`config.mk`:
```
export PLATFORM = sky130hd
export DESIGN_NAME = hazard_stall_controller
export DESIGN_NICKNAME = d
export VERILOG_FILES = /design/src/rtl/hazard_stall_controller.sv
export SDC_FILE = /design/constraint.sdc
export NUM_CORES = 1
export LEC_CHECK = 0
export ABC_CLOCK_PERIOD_IN_PS = 1900
export CAP_MARGIN = 10
export CELL_PAD_IN_SITES_DETAIL_PLACEMENT = 1
export CELL_PAD_IN_SITES_GLOBAL_PLACEMENT = 2
export CORE_MARGIN = 2
export CORE_UTILIZATION = 27
export CTS_CLUSTER_DIAMETER = 100
export CTS_CLUSTER_SIZE = 24
export DETAILED_ROUTE_END_ITERATION = 8
export GPL_ROUTABILITY_DRIVEN = 0
export PLACE_DENSITY = 0.84
export SETUP_SLACK_MARGIN = 0.2
export SKIP_LAST_GASP = 1
export SYNTH_ARGS = -nofsm -noshare
export SYNTH_HDL_FRONTEND = slang
export SYNTH_SLANG_ARGS = --single-unit
export TNS_END_PERCENT = 10
```
`constraint.sdc`:
```
create_clock -name clk -period 1.9 [get_ports clk]
set_clock_uncertainty 0.05 [all_clocks]
set_input_delay 0.285 -clock clk [delete_from_list [all_inputs] [get_ports clk]]
set_output_delay 0.285 -clock clk [all_outputs]
set_load 0.02 [all_outputs]
```
`src/rtl/hazard_stall_controller.sv`:
```
`default_nettype none
`timescale 1ns/1ps
// ============================================================================
// Module   : hazard_stall_controller
// Purpose  : Decode-stage hazard scheduler. Detects load-use and Hi/Lo
//            dependence on a multi-cycle multiply/divide. Drives IF/ID freeze,
//            PC freeze and the control bubble select. Tracks the mul/div busy
//            window and keeps a saturating stall-cycle counter.
// Revision : 1.0 - initial release
// ============================================================================
module hazard_stall_controller #(
    parameter int unsigned MD_CYCLES    = 4,
    parameter logic [3:0]  HILO_READ_OP = 4'hE,
    parameter logic [3:0]  MULDIV_OP    = 4'hD
) (
    input  logic        clk,
    input  logic        rest,
    input  logic [3:0]  IFID_Op_Code,
    input  logic [3:0]  IFID_Rd,
    input  logic [3:0]  IFID_Rt,
    input  logic        IDEX_MemRead,
    input  logic [3:0]  IDEX_Rt,
    input  logic        IDEX_MD_Start,
    output logic        FrezeIFID_HD,
    output logic        Freze_PC,
    output logic        HD_Mux_Sel,
    output logic        MD_Busy,
    output logic [15:0] Stall_Count
);

    typedef enum logic [0:0] {
        ST_RUN     = 1'b0,
        ST_MD_BUSY = 1'b1
    } state_t;

    // Counter value loaded when a mul/div enters EX; the start cycle itself
    // counts as the first of the MD_CYCLES busy cycles.
    localparam logic [3:0]  C_MD_RELOAD = 4'(MD_CYCLES - 1);
    localparam logic [15:0] C_CNT_MAX   = 16'hFFFF;

    state_t      r_state;
    state_t      w_state_nxt;
    logic [3:0]  r_md_cnt;
    logic [3:0]  w_md_cnt_nxt;
    logic [15:0] r_stall_cnt;

    logic        w_load_hz;
    logic        w_md_dep;
    logic        w_md_hz;
    logic        w_stall;

    // Hazard detection; register 0 is deliberately not excluded. Outputs are
    // gated by the reset so nothing asserts while the block is held in reset.
    assign w_load_hz = IDEX_MemRead && ((IDEX_Rt == IFID_Rd) || (IDEX_Rt == IFID_Rt));
    assign w_md_dep  = (IFID_Op_Code == HILO_READ_OP) || (IFID_Op_Code == MULDIV_OP);
    assign w_md_hz   = w_md_dep && (IDEX_MD_Start || (r_state == ST_MD_BUSY));
    assign w_stall   = rest && (w_load_hz || w_md_hz);

    assign FrezeIFID_HD = w_stall;
    assign Freze_PC     = w_stall;
    assign HD_Mux_Sel   = w_stall;
    assign MD_Busy      = rest && (r_state == ST_MD_BUSY);
    assign Stall_Count  = r_stall_cnt;

    // Next-state for the mul/div busy window; a restart beats the decrement.
    always_comb begin
        w_state_nxt  = r_state;
        w_md_cnt_nxt = r_md_cnt;
        if (IDEX_MD_Start) begin
            w_state_nxt  = ST_MD_BUSY;
            w_md_cnt_nxt = C_MD_RELOAD;
        end else if (r_state == ST_MD_BUSY) begin
            if (r_md_cnt <= 4'd1) begin
                w_state_nxt  = ST_RUN;
                w_md_cnt_nxt = 4'd0;
            end else begin
                w_md_cnt_nxt = r_md_cnt - 4'd1;
            end
        end
    end

    // State and busy-window counter registers.
    always_ff @(posedge clk or negedge rest) begin
        if (!rest) begin
            r_state  <= ST_RUN;
            r_md_cnt <= 4'd0;
        end else begin
            r_state  <= w_state_nxt;
            r_md_cnt <= w_md_cnt_nxt;
        end
    end

    // Saturating count of cycles in which the decode stage was stalled.
    always_ff @(posedge clk or negedge rest) begin
        if (!rest) begin
            r_stall_cnt <= 16'd0;
        end else if (w_stall && (r_stall_cnt != C_CNT_MAX)) begin
            r_stall_cnt <= r_stall_cnt + 16'd1;
        end
    end

endmodule
`default_nettype wire

```
==> flow_metrics.tcl <==
set metrics [dict create \
    status "finished, final reports clean" \
    die_width_um 71.1 \
    grt_use_total_pct 16.3 \
    finalMaxSlewViolations 0 \
    path_cells "ha_4, nand4_1, or4_4, o311a_4, nand2_4, mux2_4" \
    crit_fanout 3 \
    grt_start_max_net_pins 26 \
    tightestPinTransition_ns 0.411 \
    dieHeight_um 71.1 \
    final_common_cell "buf_4" \
    die-area_um2 5060 \
    wirelength_um 3710 \
    fin_ws_ns 0.0259 \
    crit_required_ns 2.00 \
    path_clk_slew_ns 0.08 \
    max_stage_delay_ns 0.51 \
    reg2reg_depth 6 \
    r2r_start "Stall_Count[1]" \
    critPathSlowestCell "or4_4" \
    port_buffers 39 \
    arrival_ns 1.97 \
    ys_seq_area_share_pct 43.2 \
    n_antenna_cell 0 \
    ant_nets 0 \
    clock-sinks 21 \
    clock_latency_ns 0.26 \
    reg2reg_slack_ns 0.03 \
    critPathKind "flop to flop" \
    place_ws_ns -0.887 \
    antenna_found_initial 0 \
    overflow 0 \
    firstDrtPassIters 3 \
    clk_path_buf_depth 2 \
    power_density_nw_per_um2 765 \
    first_global_vias 1352 \
    cp-startpoint "Stall_Count[1]" \
    netlist_area_um2 1220 \
    avgSynthCellArea_um2 10.1 \
    cts-root-buf "clkbuf_8" \
    syn-num-nets 143 \
    htree_levels 1 \
    yosys_register_bits 21 \
    syn_inst 120 \
    rsz0062_at_grt "yes" \
    hp-class "input port to async pin" \
    grt_pass1_wl_um 6460 \
    crit_path_end "Stall_Count[1]" \
    start_kind "flop" \
    cts.hold.buffers_added 0 \
    cp-end-kind "flop" \
    fmax_mhz 534 \
    ys.warnings.count 0 \
    fin_cells 242 \
    core_area_um2 4350 \
    multi_input_area_um2 737 \
    ys.flop_type "dfrtp_1" \
    final_nets 214 \
    vias 1171 \
    setup_violations 0 \
    finalHoldViolations 0 \
    drtIter0Drc 37 \
    fin_crit_ns 1.87 \
    rows 24 \
    area_delta_synth_final_pct 62.7 \
    rr_endpoint "Stall_Count[1]" \
    drive_gt1_share_pct 37.9 \
    most-common-layout-cells "buf_4, clkdlybuf4s50_1, dfrtp_1" \
    start_util_pct 27.9 \
    synth_edf_count 0 \
    slew_headroom_pct 72.3 \
    synth.distinct_cells 34 \
    via_per_inst 4.84 \
    wire_per_inst_um 15.3 \
    drcViolationCount 0 \
    cts_tree "done" \
    p_leak_nw 0.873 \
    dp.cells 234 \
    numCtsBuffers 3 \
    synthArstFlopShare_pct 100 \
    ios 40 \
    max_cap_viol_count 0 \
    num-fill-cells 491 \
    vdd_drop_max_uv 509 \
    min_period_over_period_pct 98.6 \
    dp_hpwl_um 2970 \
    seq_area_um2 533 \
]
-- logic make-up after synthesis --
logic type               Yosys count  share of synthesized area, %
multiplexers                       5                          4.53
flip-flops                        21                          43.2
AND/OR/NAND/NOR                   47                          22.0
XOR/XNOR                          21                          15.1
buffers and inverters              9                          4.01
adder cells (fa/ha/maj)            3                          3.09
AO/OA/AOI/OAI                     14                          8.03
-- Yosys cell counts (3+ instances only) --
| cell | instances | share of area (%) |
|---|---|---|
| a211oi_1 | 3 | 1.9 |
| and2_1 | 3 | 1.5 |
| and3_1 | 4 | 2.1 |
| dfrtp_1 | 21 | 43 |
| ha_1 | 3 | 3.1 |
| inv_1 | 5 | 1.5 |
| mux2_2 | 4 | 3.7 |
| nand2_1 | 7 | 2.2 |
| nand3_1 | 6 | 2.5 |
| nand4_1 | 9 | 4.6 |
| nor2_1 | 5 | 1.5 |
| nor4_1 | 3 | 1.5 |
| o21ai_0 | 3 | 1.2 |
| xnor2_1 | 13 | 9.4 |
| xor2_1 | 8 | 5.8 |
-- flip-flops by register name, summed over array words and instances (netlist names) --
register	count
r_md_cnt	4
r_state	1
Stall_Count	16
-- power by group --
part	total (mW)	switching [mW]	internal, mW
logic	0.635	0.299	0.337
registers	0.582	0.0631	0.519
clock network	0.296	0.147	0.150
-- worst min path at each step --
stage	from	end	slack, ns
final	rest	Stall_Count[12]	0.16
after global routing	rest	Stall_Count[12]	0.16
after CTS	rest	Stall_Count[12]	0.16
after detailed placement	Stall_Count[8]	Stall_Count[8]	0.45
after global placement	Stall_Count[8]	Stall_Count[8]	0.44
after floorplan	rest	Stall_Count[0]	-0.06
-- critical path: cells and delay by family, from the launching register on --
kind / cells / cell delay [ns]
compound gates: 1 / 0.16
flops: 1 / 0.40
simple gates: 3 / 0.70
fa+ha+maj: 1 / 0.15
mux: 1 / 0.30
-- per-layer routing --
metal	routed length (um)	global-route usage, %
met1	1540	20.0
met2	2010	29.0
met3	92	3.13
met4	63	5.03
met5	0	0
-- timing repair --
item,in CTS,in global routing
buffers inserted,4,0
setup endpoints to repair,27,34
gates resized for setup,79,0
pin swaps,12,2
-- stage by stage --
stage / total power, mW / instance area [um2] / hold WS, ns / TNS (ns) / utilization [%]
CTS: 1.53 / 1980 / 0.156 / 0 / 45.4
finish: 1.51 / 1980 / 0.159 / 0 / 45.4
detailed placement: 1.19 / 1870 / 0.451 / -10.39 / 43.0
global route: 1.63 / 1980 / 0.156 / -0.514 / 45.4
global placement: 1.14 / 1870 / 0.437 / -7.57 / 43.0
floorplan: 0.864 / 1240 / -0.0606 / 0 / -
-- final cells by class --
cell class	instances	area share (%)
multi-input cells	90	37.3
repair buffers	70	29.3
flip-flops and latches	21	26.9
well taps	52	3.29
clock buffers	4	2.28
inverters	5	0.949
Note: power is estimated with default switching activity, not from simulation.
